$ cat src/rtl/serial_subtractor.sv
// rtl/serial_subtractor.sv - bit-serial WIDTH-bit subtractor (a - b), LSB first, start/ready/done handshake
// Optional signed-overflow output enabled by defining SERIAL_SUBTRACTOR_OVF_EN.
module serial_subtractor #(
  parameter int WIDTH = 8
) (
  input  logic             clk,
  input  logic             rst_n,
  input  logic             start,
  input  logic [WIDTH-1:0] a,
  input  logic [WIDTH-1:0] b,
  output logic             ready,
  output logic             busy,
  output logic             done,
  output logic [WIDTH-1:0] diff,
  output logic             borrow_out
`ifdef SERIAL_SUBTRACTOR_OVF_EN
  ,
  output logic             overflow
`endif
);

  localparam int CW = (WIDTH > 1) ? $clog2(WIDTH) : 1;
  localparam logic [CW-1:0] LAST = CW'(WIDTH - 1);

  typedef enum logic [1:0] {
    IDLE = 2'd0,
    RUN  = 2'd1,
    DONE = 2'd2
  } state_t;

  state_t state, state_next;

  logic [WIDTH-1:0] a_sh;
  logic [WIDTH-1:0] b_sh;
  logic [WIDTH-1:0] res_sh;
  logic             br;
  logic [CW-1:0]    cnt;
  logic             d_bit;
  logic             br_next;
  logic             last_bit;

`ifdef SERIAL_SUBTRACTOR_OVF_EN
  // Operand sign bits are kept separately because the shift registers lose them.
  logic a_msb;
  logic b_msb;
`endif

  // One full-subtractor slice operating on the current LSBs.
  assign d_bit    = a_sh[0] ^ b_sh[0] ^ br;
  assign br_next  = (~a_sh[0] & b_sh[0]) | (~(a_sh[0] ^ b_sh[0]) & br);
  assign last_bit = (cnt == LAST);

  // State register.
  always_ff @(posedge clk or negedge rst_n) begin
    if (!rst_n) begin
      state <= IDLE;
    end else begin
      state <= state_next;
    end
  end

  // Next-state logic and status outputs decoded purely from the state register.
  always_comb begin
    state_next = state;
    ready      = 1'b0;
    busy       = 1'b0;
    done       = 1'b0;
    case (state)
      IDLE: begin
        ready = 1'b1;
        if (start) state_next = RUN;
      end
      RUN: begin
        busy = 1'b1;
        if (last_bit) state_next = DONE;
      end
      DONE: begin
        done       = 1'b1;
        state_next = IDLE;
      end
      default: state_next = IDLE;
    endcase
  end

  // Datapath: capture on accepted start, shift one slice per RUN cycle, publish on the last slice.
  always_ff @(posedge clk or negedge rst_n) begin
    if (!rst_n) begin
      a_sh       <= '0;
      b_sh       <= '0;
      res_sh     <= '0;
      br         <= 1'b0;
      cnt        <= '0;
      diff       <= '0;
      borrow_out <= 1'b0;
`ifdef SERIAL_SUBTRACTOR_OVF_EN
      a_msb      <= 1'b0;
      b_msb      <= 1'b0;
      overflow   <= 1'b0;
`endif
    end else begin
      case (state)
        IDLE: begin
          if (start) begin
            a_sh   <= a;
            b_sh   <= b;
            res_sh <= '0;
            br     <= 1'b0;
            cnt    <= '0;
`ifdef SERIAL_SUBTRACTOR_OVF_EN
            a_msb  <= a[WIDTH-1];
            b_msb  <= b[WIDTH-1];
`endif
          end
        end
        RUN: begin
          a_sh   <= a_sh >> 1;
          b_sh   <= b_sh >> 1;
          res_sh <= {d_bit, res_sh[WIDTH-1:1]};
          br     <= br_next;
          if (last_bit) begin
            // Counter holds at WIDTH-1; it is cleared again on the next capture.
            diff       <= {d_bit, res_sh[WIDTH-1:1]};
            borrow_out <= br_next;
`ifdef SERIAL_SUBTRACTOR_OVF_EN
            overflow   <= (a_msb ^ b_msb) & (d_bit ^ a_msb);
`endif
          end else begin
            cnt <= cnt + CW'(1);
          end
        end
        default: ;
      endcase
    end
  end

endmodule

$ cat config.mk
export PLATFORM = sky130hd
export DESIGN_NAME = serial_subtractor
export DESIGN_NICKNAME = d
export VERILOG_FILES = /design/src/rtl/serial_subtractor.sv
export SDC_FILE = /design/constraint.sdc
export NUM_CORES = 1
export LEC_CHECK = 0
export CAP_MARGIN = 20
export CORE_MARGIN = 2
export CORE_UTILIZATION = 53
export CTS_BUF_LIST = sky130_fd_sc_hd__clkbuf_8 sky130_fd_sc_hd__clkbuf_16
export DETAILED_ROUTE_END_ITERATION = 10
export PLACE_DENSITY = 0.8
export SYNTH_ARGS = -nofsm -noshare
export SYNTH_HDL_FRONTEND = slang
export SYNTH_SLANG_ARGS = --single-unit
export TNS_END_PERCENT = 1
$ cat constraint.sdc
create_clock -name clk -period 1.85 [get_ports clk]
set_input_delay 0.555 -clock clk [delete_from_list [all_inputs] [get_ports clk]]
set_output_delay 0.555 -clock clk [all_outputs]
set_load 0.02 [all_outputs]
==> impl_metrics.py <==
metrics = {
    "worst_setup_path": {
        "crit_slowest_cell": "clkdlybuf4s50_1",
        "crit_chain": "clkdlybuf4s50_1",
        "critPathRequiredTime_ns": 1.29,
        "rr_worst_depth": 4,
        "path_depth": 1,
        "crit_path_end_kind": "output pin",
        "path_class": "reg2out",
        "critPathLaunch": "borrow_out",
        "cp.buffers_inverters": 1,
        "startpoint_type": "register",
        "crit_fanout": 2,
        "cp_data_arrival_time_ns": 1.25,
        "crit_family": "buffers and inverters",
        "r2r-start": "state[1]",
        "cp_slowest_stage_delay_ns": 0.61,
    },
    "timing": {
        "final_hold_viol_count": 0,
        "period_needed_ns": 1.807,
        "slew_headroom_pct": 48.52,
        "finClkSkew_ns": 0.004218,
        "fin_crit_sh_pct": 97.65,
        "worstMarginPinSlew_ns": 0.7701,
        "drv_slew": 0,
        "fmax_mhz": 553.5,
        "rsz0062_at_grt": "yes",
        "setup_violations": 0,
    },
    "floorplanning": {
        "rows": 22,
        "start_util_pct": 54.48,
        "die-area_mm2": 0.004239,
        "ioPinCount": 31,
        "coreArea_mm2": 0.003633,
        "die_h_um": 65.11,
        "chipWidth_um": 65.11,
    },
    "power": {
        "p_total_uw": 3740,
        "p_per_area_mw_per_mm2": 1555,
        "leakagePower_uw": 0.001108,
        "peakVddDrop_v": 0.0007222,
    },
    "cells_and_area": {
        "fin_area_mm2": 0.002405,
        "areaGrowthSynthToFinish_pct": 21.49,
        "diodes": 0,
        "layout_common_cells": "dfrtp_1, clkdlybuf4s50_1, inv_1",
        "layout-drive-gt1-share_pct": 28.42,
        "finish.utilization_pct": 66.18,
        "final_common_cell": "dfrtp_1",
        "nets": 205,
    },
    "logic_synthesis": {
        "synth_cell_types": 27,
        "synth_fp_nets": 171,
        "syn_avg_cell_area_um2": 13.28,
        "syn_inst": 149,
        "ys_warn_count": 0,
        "seq_area_frac_synth_pct": 48.04,
        "ys_ff_latch": 38,
        "netlist_area_mm2": 0.001979,
    },
    "routing": {
        "drtIter0Drc": 54,
        "wire_per_inst_um": 15.47,
        "ant_nets": 0,
        "dr.pass1.iters": 4,
        "vias": 1280,
        "avgViaCountPerCell": 5.541,
        "drt-total-wl_um": 3574,
        "drcViolationCount": 0,
    },
    "place": {
        "gp_congestion": 0.7194,
        "port_buffers": 30,
        "place_hpwl_um": 2497,
        "post_dp_cell_area_mm2": 0.002336,
    },
    "clock_tree": {
        "cts_max_level": 2,
        "worstSkewPairLatency_ns": 0.28,
        "cts-root-buf": "clkbuf_8",
        "clk_pin_slew_ns": 0.07,
        "cts.sinks": 38,
        "numCtsBuffers": 5,
        "clock_path_buffers": 2,
        "tritoncts": "yes",
    },
    "global_route": {
        "antenna_found_initial": 0,
        "grt_usage_pct": 19.51,
        "first_global_vias": 1358,
        "grt_pass1_wl_um": 6320,
        "grt_overflow": 0,
        "grt_max_degree": 35,
    },
    "run_status": {
        "status": "completed",
    },
    "run": {
        "drv_cap": 0,
    },
    "hold_path": {
        "min_path_type": "in2async",
    },
}
per-layer routing:
layer / GRT usage [%] / vias to the layer above / share of wire, %
met3: 5.308 / 5 / 3.9
met2: 32.99 / 29 / 51
li1: - / 610 / -
met5: 0 / - / 0
met4: 5.469 / 0 / 1.3
met1: 24.75 / 636 / 44
state kept, by name, indices dropped and copies added, names as in the netlist:
signal	count
borrow_out	1
diff	8
res_sh	7
a_sh	8
state	2
br	1
cnt	3
b_sh	8
worst reg2reg max path, delay by kind of cell (launching register included):
kind / cells / cell delay [ns]
buffers and inverters: 2 / 0.55
flip-flops: 1 / 0.44
multiplexers: 1 / 0.31
AND/OR/NAND/NOR: 1 / 0.21
what timing repair did:
item,in CTS,in global routing
setup endpoints to repair,3,4
buffers inserted,0,0
resized for setup,4,5
pin swaps,0,0
hold buffers,0,0
logic make-up after synthesis:
group,synth area share [%]
muxes,6.827
DFF,48.04
adders and majority gates,2.275
AOI/OAI and AO/OA,14.92
and+or+nand+nor,19.72
buffers and inverters,8.217
path summary, 6_finish.rpt:
check	to	slack [ns]
worst max-delay path	borrow_out	0.04
worst min-delay path	diff[2]	0.20
worst max register to register	diff[4]	0.23
worst min register to register	b_sh[7]	0.50
max in group asynchronous	a_sh[3]	1.20
min in group clk	b_sh[7]	0.50
power breakdown:
part           total (uW)  switching [uW]  internal (uW)
Clock                 507             259            248
Combinational        1770             834            933
Sequential           1470             251           1220
Total                3740            1340           2400
Yosys cell counts (all sizes together):
cell type / count / area (um2)
inv: 17 / 63.81
a32o: 2 / 20.02
o21bai: 1 / 18.77
a211oi: 14 / 155.2
a21oi: 1 / 5.000
mux2: 9 / 135.1
nand2b: 2 / 12.51
nor3b: 14 / 125.1
nor4b: 15 / 187.7
nor4bb: 1 / 10.01
nor2: 1 / 3.750
and3: 3 / 18.77
fa: 1 / 20.02
nor2b: 2 / 12.51
nand3b: 1 / 7.510
buf: 13 / 98.84
a22o: 8 / 70.07
and4bb: 1 / 12.51
a211o: 3 / 26.28
dfrtp: 38 / 950.9
ha: 2 / 25.02
layout make-up:
cell class / instances / area [um2]
fill: 285 / 1229
sequential: 38 / 950.9
multi-input combinational: 81 / 865.8
timing repair buffer: 40 / 387.9
clock buffer: 5 / 68.82
inverter: 17 / 63.81
tap: 48 / 60.06
clock inverter: 2 / 7.507
metrics by stage:
step,hold WS [ns],std cells,setup WS (ns),TNS [ns]
6_report,0.2046,231,0.04345,0
5_1_grt,0.2448,231,-0.01442,-0.01442
4_1_cts,0.2133,231,0.008639,0
3_5_place_dp,0.4851,224,-0.1304,-2.855
3_3_place_gp,0.4782,224,-0.08296,-1.664
2_1_floorplan,0.2594,149,0.2706,0
No activity file was read; power rests on OpenSTA's default activity.
